### src/rtl/pr_pp_fwd_if.sv
// rtl/pr_pp_fwd_if.sv - stream and partition-buffer port bundle for pr_pp_fwd
// master drives the edge/update streams and buffer read side; slave is the pipeline.
interface pr_pp_fwd_if #(
  parameter int URAM_DATA_W = 32,
  parameter int DEST_W      = 32,
  parameter int EDGE_W      = 64,
  parameter int PAR_SIZE_W  = 10,
  parameter int CNT_W       = 16
);
  logic [1:0]                  control;
  logic [URAM_DATA_W-1:0]      buffer_Din;
  logic                        buffer_Din_valid;
  logic [URAM_DATA_W+DEST_W-1:0] Update_input_word;
  logic                        Update_input_valid;
  logic [URAM_DATA_W-1:0]      source_outcome;
  logic [EDGE_W-1:0]           Edge_input_word;
  logic                        Edge_input_valid;
  logic [URAM_DATA_W-1:0]      buffer_Dout;
  logic [PAR_SIZE_W-1:0]       buffer_Dout_Addr;
  logic                        buffer_Dout_valid;
  logic [URAM_DATA_W+DEST_W-1:0] output_word;
  logic                        output_valid;
  logic                        par_active;
  logic [CNT_W-1:0]            upd_count;

  modport slave (
    input  control, buffer_Din, buffer_Din_valid, Update_input_word, Update_input_valid,
           source_outcome, Edge_input_word, Edge_input_valid,
    output buffer_Dout, buffer_Dout_Addr, buffer_Dout_valid, output_word, output_valid,
           par_active, upd_count
  );

  modport master (
    output control, buffer_Din, buffer_Din_valid, Update_input_word, Update_input_valid,
           source_outcome, Edge_input_word, Edge_input_valid,
    input  buffer_Dout, buffer_Dout_Addr, buffer_Dout_valid, output_word, output_valid,
           par_active, upd_count
  );
endinterface

### src/rtl/pr_pp_fwd.sv
// rtl/pr_pp_fwd.sv - PageRank scatter/gather pipeline with gather read-after-write forwarding
// Define PR_PP_FWD_EN to build the forwarding network and post-commit write history.
module pr_pp_fwd #(
  parameter int PIPE_DEPTH  = 5,
  parameter int URAM_DATA_W = 32,
  parameter int DEST_W      = 32,
  parameter int EDGE_W      = 64,
  parameter int PAR_SIZE_W  = 10,
  parameter int FWD_DEPTH   = 2,
  parameter int CNT_W       = 16
) (
  input  logic          clk,
  input  logic          rst_n,
  pr_pp_fwd_if.slave    bus
);
  localparam int UW = URAM_DATA_W + DEST_W;

  // S0: registered input stage
  logic                   e_v_q;
  logic [EDGE_W-1:0]      e_word_q;
  logic                   u_v_q;
  logic [UW-1:0]          u_word_q;
  logic [URAM_DATA_W-1:0] src_q;

  always_ff @(posedge clk or negedge rst_n) begin
    if (!rst_n) begin
      e_v_q    <= 1'b0;
      e_word_q <= '0;
      u_v_q    <= 1'b0;
      u_word_q <= '0;
      src_q    <= '0;
    end else begin
      e_v_q    <= bus.Edge_input_valid;
      e_word_q <= bus.Edge_input_word;
      u_v_q    <= bus.Update_input_valid;
      u_word_q <= bus.Update_input_word;
      src_q    <= bus.source_outcome;
    end
  end

  logic [DEST_W-1:0]      e_dest;
  logic [DEST_W-1:0]      u_dest;
  logic [URAM_DATA_W-1:0] u_val;
  logic [PAR_SIZE_W-1:0]  s0_addr;
  logic                   sc_acc;
  logic                   ga_acc;

  assign e_dest  = e_word_q[EDGE_W-1 -: DEST_W];
  assign u_dest  = u_word_q[DEST_W-1:0];
  assign u_val   = u_word_q[UW-1 -: URAM_DATA_W];
  assign s0_addr = u_dest[PAR_SIZE_W-1:0];
  assign sc_acc  = e_v_q & bus.buffer_Din_valid & (bus.control == 2'd1);
  assign ga_acc  = u_v_q & bus.buffer_Din_valid & (bus.control == 2'd2);

  // Stages 1..PIPE_DEPTH; st_g marks a gather item so mode survives control changes
  logic [PIPE_DEPTH:1]    st_v_q,  st_v_d;
  logic [PIPE_DEPTH:1]    st_g_q,  st_g_d;
  logic [URAM_DATA_W-1:0] st_val_q  [1:PIPE_DEPTH];
  logic [URAM_DATA_W-1:0] st_val_d  [1:PIPE_DEPTH];
  logic [DEST_W-1:0]      st_dest_q [1:PIPE_DEPTH];
  logic [DEST_W-1:0]      st_dest_d [1:PIPE_DEPTH];

  logic [URAM_DATA_W-1:0] operand;

`ifdef PR_PP_FWD_EN
  logic [FWD_DEPTH:1]     h_v_q;
  logic [PAR_SIZE_W-1:0]  h_addr_q [1:FWD_DEPTH];
  logic [URAM_DATA_W-1:0] h_val_q  [1:FWD_DEPTH];

  always_ff @(posedge clk or negedge rst_n) begin
    if (!rst_n) begin
      h_v_q <= '0;
      for (int i = 1; i <= FWD_DEPTH; i++) begin
        h_addr_q[i] <= '0;
        h_val_q[i]  <= '0;
      end
    end else begin
      h_v_q[1]    <= st_v_q[PIPE_DEPTH] & st_g_q[PIPE_DEPTH];
      h_addr_q[1] <= st_dest_q[PIPE_DEPTH][PAR_SIZE_W-1:0];
      h_val_q[1]  <= st_val_q[PIPE_DEPTH];
      for (int i = 2; i <= FWD_DEPTH; i++) begin
        h_v_q[i]    <= h_v_q[i-1];
        h_addr_q[i] <= h_addr_q[i-1];
        h_val_q[i]  <= h_val_q[i-1];
      end
    end
  end

  // Oldest candidates are applied first so the youngest match overrides them.
  always_comb begin
    operand = bus.buffer_Din;
    for (int i = FWD_DEPTH; i >= 1; i--) begin
      if (h_v_q[i] && (h_addr_q[i] == s0_addr)) operand = h_val_q[i];
    end
    for (int j = PIPE_DEPTH; j >= 1; j--) begin
      if (st_v_q[j] && st_g_q[j] && (st_dest_q[j][PAR_SIZE_W-1:0] == s0_addr))
        operand = st_val_q[j];
    end
  end
`else
  assign operand = bus.buffer_Din;
`endif

  always_comb begin
    st_v_d    = st_v_q;
    st_g_d    = st_g_q;
    st_val_d  = st_val_q;
    st_dest_d = st_dest_q;
    st_v_d[1] = sc_acc | ga_acc;
    if (sc_acc) begin
      st_g_d[1]    = 1'b0;
      st_val_d[1]  = src_q * bus.buffer_Din;
      st_dest_d[1] = e_dest;
    end else if (ga_acc) begin
      st_g_d[1]    = 1'b1;
      st_val_d[1]  = u_val + operand;
      st_dest_d[1] = u_dest;
    end
    // Bubbles advance their valid only; data registers keep their last item.
    for (int j = 2; j <= PIPE_DEPTH; j++) begin
      st_v_d[j] = st_v_q[j-1];
      if (st_v_q[j-1]) begin
        st_g_d[j]    = st_g_q[j-1];
        st_val_d[j]  = st_val_q[j-1];
        st_dest_d[j] = st_dest_q[j-1];
      end
    end
  end

  always_ff @(posedge clk or negedge rst_n) begin
    if (!rst_n) begin
      st_v_q <= '0;
      st_g_q <= '0;
      for (int j = 1; j <= PIPE_DEPTH; j++) begin
        st_val_q[j]  <= '0;
        st_dest_q[j] <= '0;
      end
    end else begin
      st_v_q    <= st_v_d;
      st_g_q    <= st_g_d;
      st_val_q  <= st_val_d;
      st_dest_q <= st_dest_d;
    end
  end

  logic [CNT_W-1:0] cnt_q, cnt_d;

  always_comb begin
    cnt_d = cnt_q;
    if (bus.control == 2'd0)
      cnt_d = '0;
    else if (ga_acc && (cnt_q != {CNT_W{1'b1}}))
      cnt_d = cnt_q + CNT_W'(1);
  end

  always_ff @(posedge clk or negedge rst_n) begin
    if (!rst_n) cnt_q <= '0;
    else        cnt_q <= cnt_d;
  end

  assign bus.output_word       = {st_val_q[PIPE_DEPTH], st_dest_q[PIPE_DEPTH]};
  assign bus.output_valid      = st_v_q[PIPE_DEPTH] & ~st_g_q[PIPE_DEPTH];
  assign bus.buffer_Dout       = st_val_q[PIPE_DEPTH];
  assign bus.buffer_Dout_Addr  = st_dest_q[PIPE_DEPTH][PAR_SIZE_W-1:0];
  assign bus.buffer_Dout_valid = st_v_q[PIPE_DEPTH] & st_g_q[PIPE_DEPTH];
  assign bus.par_active        = sc_acc | ga_acc | (|st_v_q);
  assign bus.upd_count         = cnt_q;
endmodule

### src/flat_wrapper.sv
// flat-port wrapper written by rule: the top's interface ports become plain ports
module pr_pp_fwd_flat 
#(
  parameter int PIPE_DEPTH  = 5,
  parameter int URAM_DATA_W = 32,
  parameter int DEST_W      = 32,
  parameter int EDGE_W      = 64,
  parameter int PAR_SIZE_W  = 10,
  parameter int FWD_DEPTH   = 2,
  parameter int CNT_W       = 16
)
  (clk, rst_n, bus_control, bus_buffer_Din, bus_buffer_Din_valid, bus_Update_input_word, bus_Update_input_valid, bus_source_outcome, bus_Edge_input_word, bus_Edge_input_valid, bus_buffer_Dout, bus_buffer_Dout_Addr, bus_buffer_Dout_valid, bus_output_word, bus_output_valid, bus_par_active, bus_upd_count);
  pr_pp_fwd_if #(.URAM_DATA_W(URAM_DATA_W), .DEST_W(DEST_W), .EDGE_W(EDGE_W), .PAR_SIZE_W(PAR_SIZE_W), .CNT_W(CNT_W)) bus_i ();
  input  logic clk;
  input  logic rst_n;
  input wire logic [$bits(bus_i.control)-1:0] bus_control;
  input wire logic [$bits(bus_i.buffer_Din)-1:0] bus_buffer_Din;
  input wire logic [$bits(bus_i.buffer_Din_valid)-1:0] bus_buffer_Din_valid;
  input wire logic [$bits(bus_i.Update_input_word)-1:0] bus_Update_input_word;
  input wire logic [$bits(bus_i.Update_input_valid)-1:0] bus_Update_input_valid;
  input wire logic [$bits(bus_i.source_outcome)-1:0] bus_source_outcome;
  input wire logic [$bits(bus_i.Edge_input_word)-1:0] bus_Edge_input_word;
  input wire logic [$bits(bus_i.Edge_input_valid)-1:0] bus_Edge_input_valid;
  output wire logic [$bits(bus_i.buffer_Dout)-1:0] bus_buffer_Dout;
  output wire logic [$bits(bus_i.buffer_Dout_Addr)-1:0] bus_buffer_Dout_Addr;
  output wire logic [$bits(bus_i.buffer_Dout_valid)-1:0] bus_buffer_Dout_valid;
  output wire logic [$bits(bus_i.output_word)-1:0] bus_output_word;
  output wire logic [$bits(bus_i.output_valid)-1:0] bus_output_valid;
  output wire logic [$bits(bus_i.par_active)-1:0] bus_par_active;
  output wire logic [$bits(bus_i.upd_count)-1:0] bus_upd_count;
  assign bus_i.control = bus_control;
  assign bus_i.buffer_Din = bus_buffer_Din;
  assign bus_i.buffer_Din_valid = bus_buffer_Din_valid;
  assign bus_i.Update_input_word = bus_Update_input_word;
  assign bus_i.Update_input_valid = bus_Update_input_valid;
  assign bus_i.source_outcome = bus_source_outcome;
  assign bus_i.Edge_input_word = bus_Edge_input_word;
  assign bus_i.Edge_input_valid = bus_Edge_input_valid;
  assign bus_buffer_Dout = bus_i.buffer_Dout;
  assign bus_buffer_Dout_Addr = bus_i.buffer_Dout_Addr;
  assign bus_buffer_Dout_valid = bus_i.buffer_Dout_valid;
  assign bus_output_word = bus_i.output_word;
  assign bus_output_valid = bus_i.output_valid;
  assign bus_par_active = bus_i.par_active;
  assign bus_upd_count = bus_i.upd_count;
  pr_pp_fwd #(.PIPE_DEPTH(PIPE_DEPTH), .URAM_DATA_W(URAM_DATA_W), .DEST_W(DEST_W), .EDGE_W(EDGE_W), .PAR_SIZE_W(PAR_SIZE_W), .FWD_DEPTH(FWD_DEPTH), .CNT_W(CNT_W)) u_core (.clk(clk), .rst_n(rst_n), .bus(bus_i));
endmodule
### config.mk
export PLATFORM = sky130hd
export DESIGN_NAME = pr_pp_fwd_flat
export DESIGN_NICKNAME = d
export VERILOG_FILES = /design/src/rtl/pr_pp_fwd_if.sv /design/src/rtl/pr_pp_fwd.sv /design/src/flat_wrapper.sv
export SDC_FILE = /design/constraint.sdc
export NUM_CORES = 2
export LEC_CHECK = 0
export ABC_AREA = 1
export CAP_MARGIN = 20
export CELL_PAD_IN_SITES_DETAIL_PLACEMENT = 1
export CELL_PAD_IN_SITES_GLOBAL_PLACEMENT = 2
export CORE_MARGIN = 2
export CORE_UTILIZATION = 33
export DETAILED_ROUTE_END_ITERATION = 6
export PLACE_DENSITY = 0.79
export SETUP_SLACK_MARGIN = 0.05
export SYNTH_ARGS = -nofsm -noshare
export SYNTH_HDL_FRONTEND = slang
export SYNTH_SLANG_ARGS = --single-unit
### constraint.sdc
create_clock -name clk -period 6.67 [get_ports clk]
set_input_delay 1.6675 -clock clk [delete_from_list [all_inputs] [get_ports clk]]
set_output_delay 1.6675 -clock clk [all_outputs]
set_load 0.02 [all_outputs]
==> flow_summary.toml <==
[outcome]
status = "finished with violations"
violations = "negative setup slack"

[sta]
tightest_slew_ns = 0.958
maxSlewViolCount = 0
finalCriticalPeriod_ns = 7.18
timing.fmax_mhz = 139
rsz0062_at_grt = "yes"
hold_violations = 0
max_slew_margin_pct = 36.1
setup_viol = 20
min_period_over_period_pct = 108
setup_slack_ns = -0.510
clock-skew-final_ns = 0.0283

[layout]
syn2layout_area_growth_pct = 28.3
fin_nets = 5410
drive_gt1_share_pct = 17.6
fillCellCount = 12542

[grt]
grt_max_degree = 140
antenna_found_initial = 8
grt_pass1_wl_um = 184000
grt_pass1_vias = 31828
grt_overflow = 0
grt_use_total_pct = 21.3

[critical_path]
cp-end-kind = "flip-flop"
crit_required_ns = 7.25
startpoint = "bus_buffer_Din[4]"
crit_type = "in2reg"
cp.arrival_ns = 7.76
critPathMaxStageDelay_ns = 0.57
crit_path_start_kind = "primary input"
crit_slowest_cell = "fa_1"
r2r_start = "u_core.src_q[8]"
critPathTopFamily = "adder cells"
crit_top_cell = "fa_1"
path_buf_inv = 10
cp_max_fo = 8

[logic_synthesis]
synth-edff-count = 0
syn_area_um2 = 36000
synth_top_cell_area_share_pct = 33.1
synth.most_common_cell = "nand2_1"
synth_top_cell_by_area = "dfrtp_1"
syn_avg_cell_area_um2 = 8.45
synthCells = 4259
ys_ff_latch = 476
synth-main-ff-cell = "dfrtp_1"
yosysWarnings = 0
yosysSeqAreaShare_pct = 33.1
ys_types = 49
yosys-top-cells-area = "dfrtp_1, fa_1, nand2_1"
syn_nets = 5022
ys_async_sr_fraction_pct = 100
synthTopCellsByCount = "nand2_1, inv_1, dfrtp_1"

[floorplan]
dieWidth_um = 334
die_h_um = 334
rows = 121
initial_core_util_pct = 33.1
die-area_um2 = 112000
io_pins = 324
core_area_um2 = 109000

[clock_network]
tritoncts = "done"
cts_num_sinks = 476
cts_buffers = 56
clk_latency_ns = 0.66
ctsHoldBuffers = 0
cts_root_buf = "clkbuf_16"
cts_max_level = 2
cts.clk_slew.worst_paths_ns = 0.06
clock_path_buffers = 3

[hold_path]
hp-class = "reg2reg"
worstHoldStart = "u_core.st_dest_q[150]"

[route]
vias_per_cell = 4.69
wl_per_cell_um = 19.2
ant_nets = 0
wl_um = 117000
drt-initial-drc-count = 1396
drc = 0
firstDrtPassIters = 5
vias = 28650

[placed_design]
port-buffer-count = 291
dp_hpwl_um = 88800
place.gp.congestion = 0.886
place_ws_ns = -1.80

[flow_run]
max_cap_viol_count = 0
area by class of cell:
class | count | area (um^2) | share of cell area (%)
multi-input cells | 2538 | 20400 | 44.3
repair buffers | 623 | 6380 | 13.8
well taps | 1414 | 1770 | 3.83
clock inverters | 26 | 392 | 0.849
flip-flops and latches | 476 | 11900 | 25.8
diodes | 3 | 7.51 | 0.0163
clock buffers | 80 | 1640 | 3.56
inverters | 952 | 3580 | 7.77
worst min-delay path, stage by stage, from the launching register on:
cell and delay, ns:
dfrtp_1 0.34, nand2_1 0.06, o21ai_0 0.06
worst paths after layout:
kind	to	slack, ns	cells past startpoint
worst max-delay path	u_core.st_val_q[147]	-0.51	28
worst min-delay path	u_core.st_dest_q[118]	0.48	2
worst max register to register	u_core.st_val_q[147]	-0.03	26
worst min register to register	u_core.st_dest_q[118]	0.48	2
max in group asynchronous	u_core.st_v_q[4]	4.32	2
min in group asynchronous	u_core.e_word_q[37]	1.00	1
sequential cells by signal (all words and copies together) (netlist names), 10 cells and up:
signal	count
u_core.st_dest_q	128
u_core.st_val_q	128
u_core.bus.output_word	22
u_core.bus.upd_count	16
u_core.bus.buffer_Dout_Addr	10
u_core.u_word_q	64
u_core.src_q	32
u_core.e_word_q	32
u_core.bus.buffer_Dout	32
routing by layer:
layer  track usage, %  routed length (um)  vias to the layer above
met5                0                  38                        -
met4             6.04                3010                        6
met3             3.56                5710                      146
met2             36.5               57300                      545
met1             27.7               51300                    14596
li1                 -                   -                    13357
timing repair:
action / CTS / global route
gates resized for setup: 440 / 94
buffers inserted: 57 / 10
setup endpoints to repair: 23 / 23
gates cloned: 12 / 0
pin swaps: 221 / 84
logic make-up after synthesis:
logic type,share of synthesized area (%)
buffers and inverters,14.3
and+or+nand+nor,14.9
adders and majority gates,28.2
DFF,33.1
AOI/OAI and AO/OA,8.50
muxes,0.0313
xor gates and xnor gates,1.04
stage by stage:
stage / instance area (um^2) / utilization, % / hold slack (ns) / setup TNS, ns / std cells
3_3_place_gp: 41900 / 38.6 / 0.462 / -33.33 / 5926
4_1_cts: 45800 / 42.2 / 0.479 / -7.08 / 6101
2_1_floorplan: 36700 / - / 0.352 / -8.96 / 4259
5_1_grt: 46100 / 42.5 / 0.504 / -11.30 / 6112
6_report: 46100 / 42.5 / 0.483 / -7.64 / 6112
3_5_place_dp: 41900 / 38.6 / 0.471 / -35.26 / 5926
cells in the final DEF, fill, tap and decap left out, types with 15 or more instances in the layout:
master,Yosys,final
ha_1,155,114
nand2_1,967,897
o21ai_1,7,18
buf_4,117,233
nand2_2,7,48
a21oi_2,3,21
buf_6,0,42
clkdlybuf4s50_1,0,263
clkbuf_8,0,15
a31oi_1,22,20
fa_2,0,57
clkbuf_16,0,56
dfrtp_1,476,472
fa_1,409,352
nand3_1,69,65
inv_1,945,852
a21oi_1,265,236
o21ai_0,230,208
nor2_1,254,241
ha_4,0,38
nand2_4,0,29
buf_12,0,50
inv_2,7,96
xor2_1,26,25
Power is left out: the tool's default activity adds up to more than one toggle a clock period on the data nets, which glitch-free logic cannot reach.
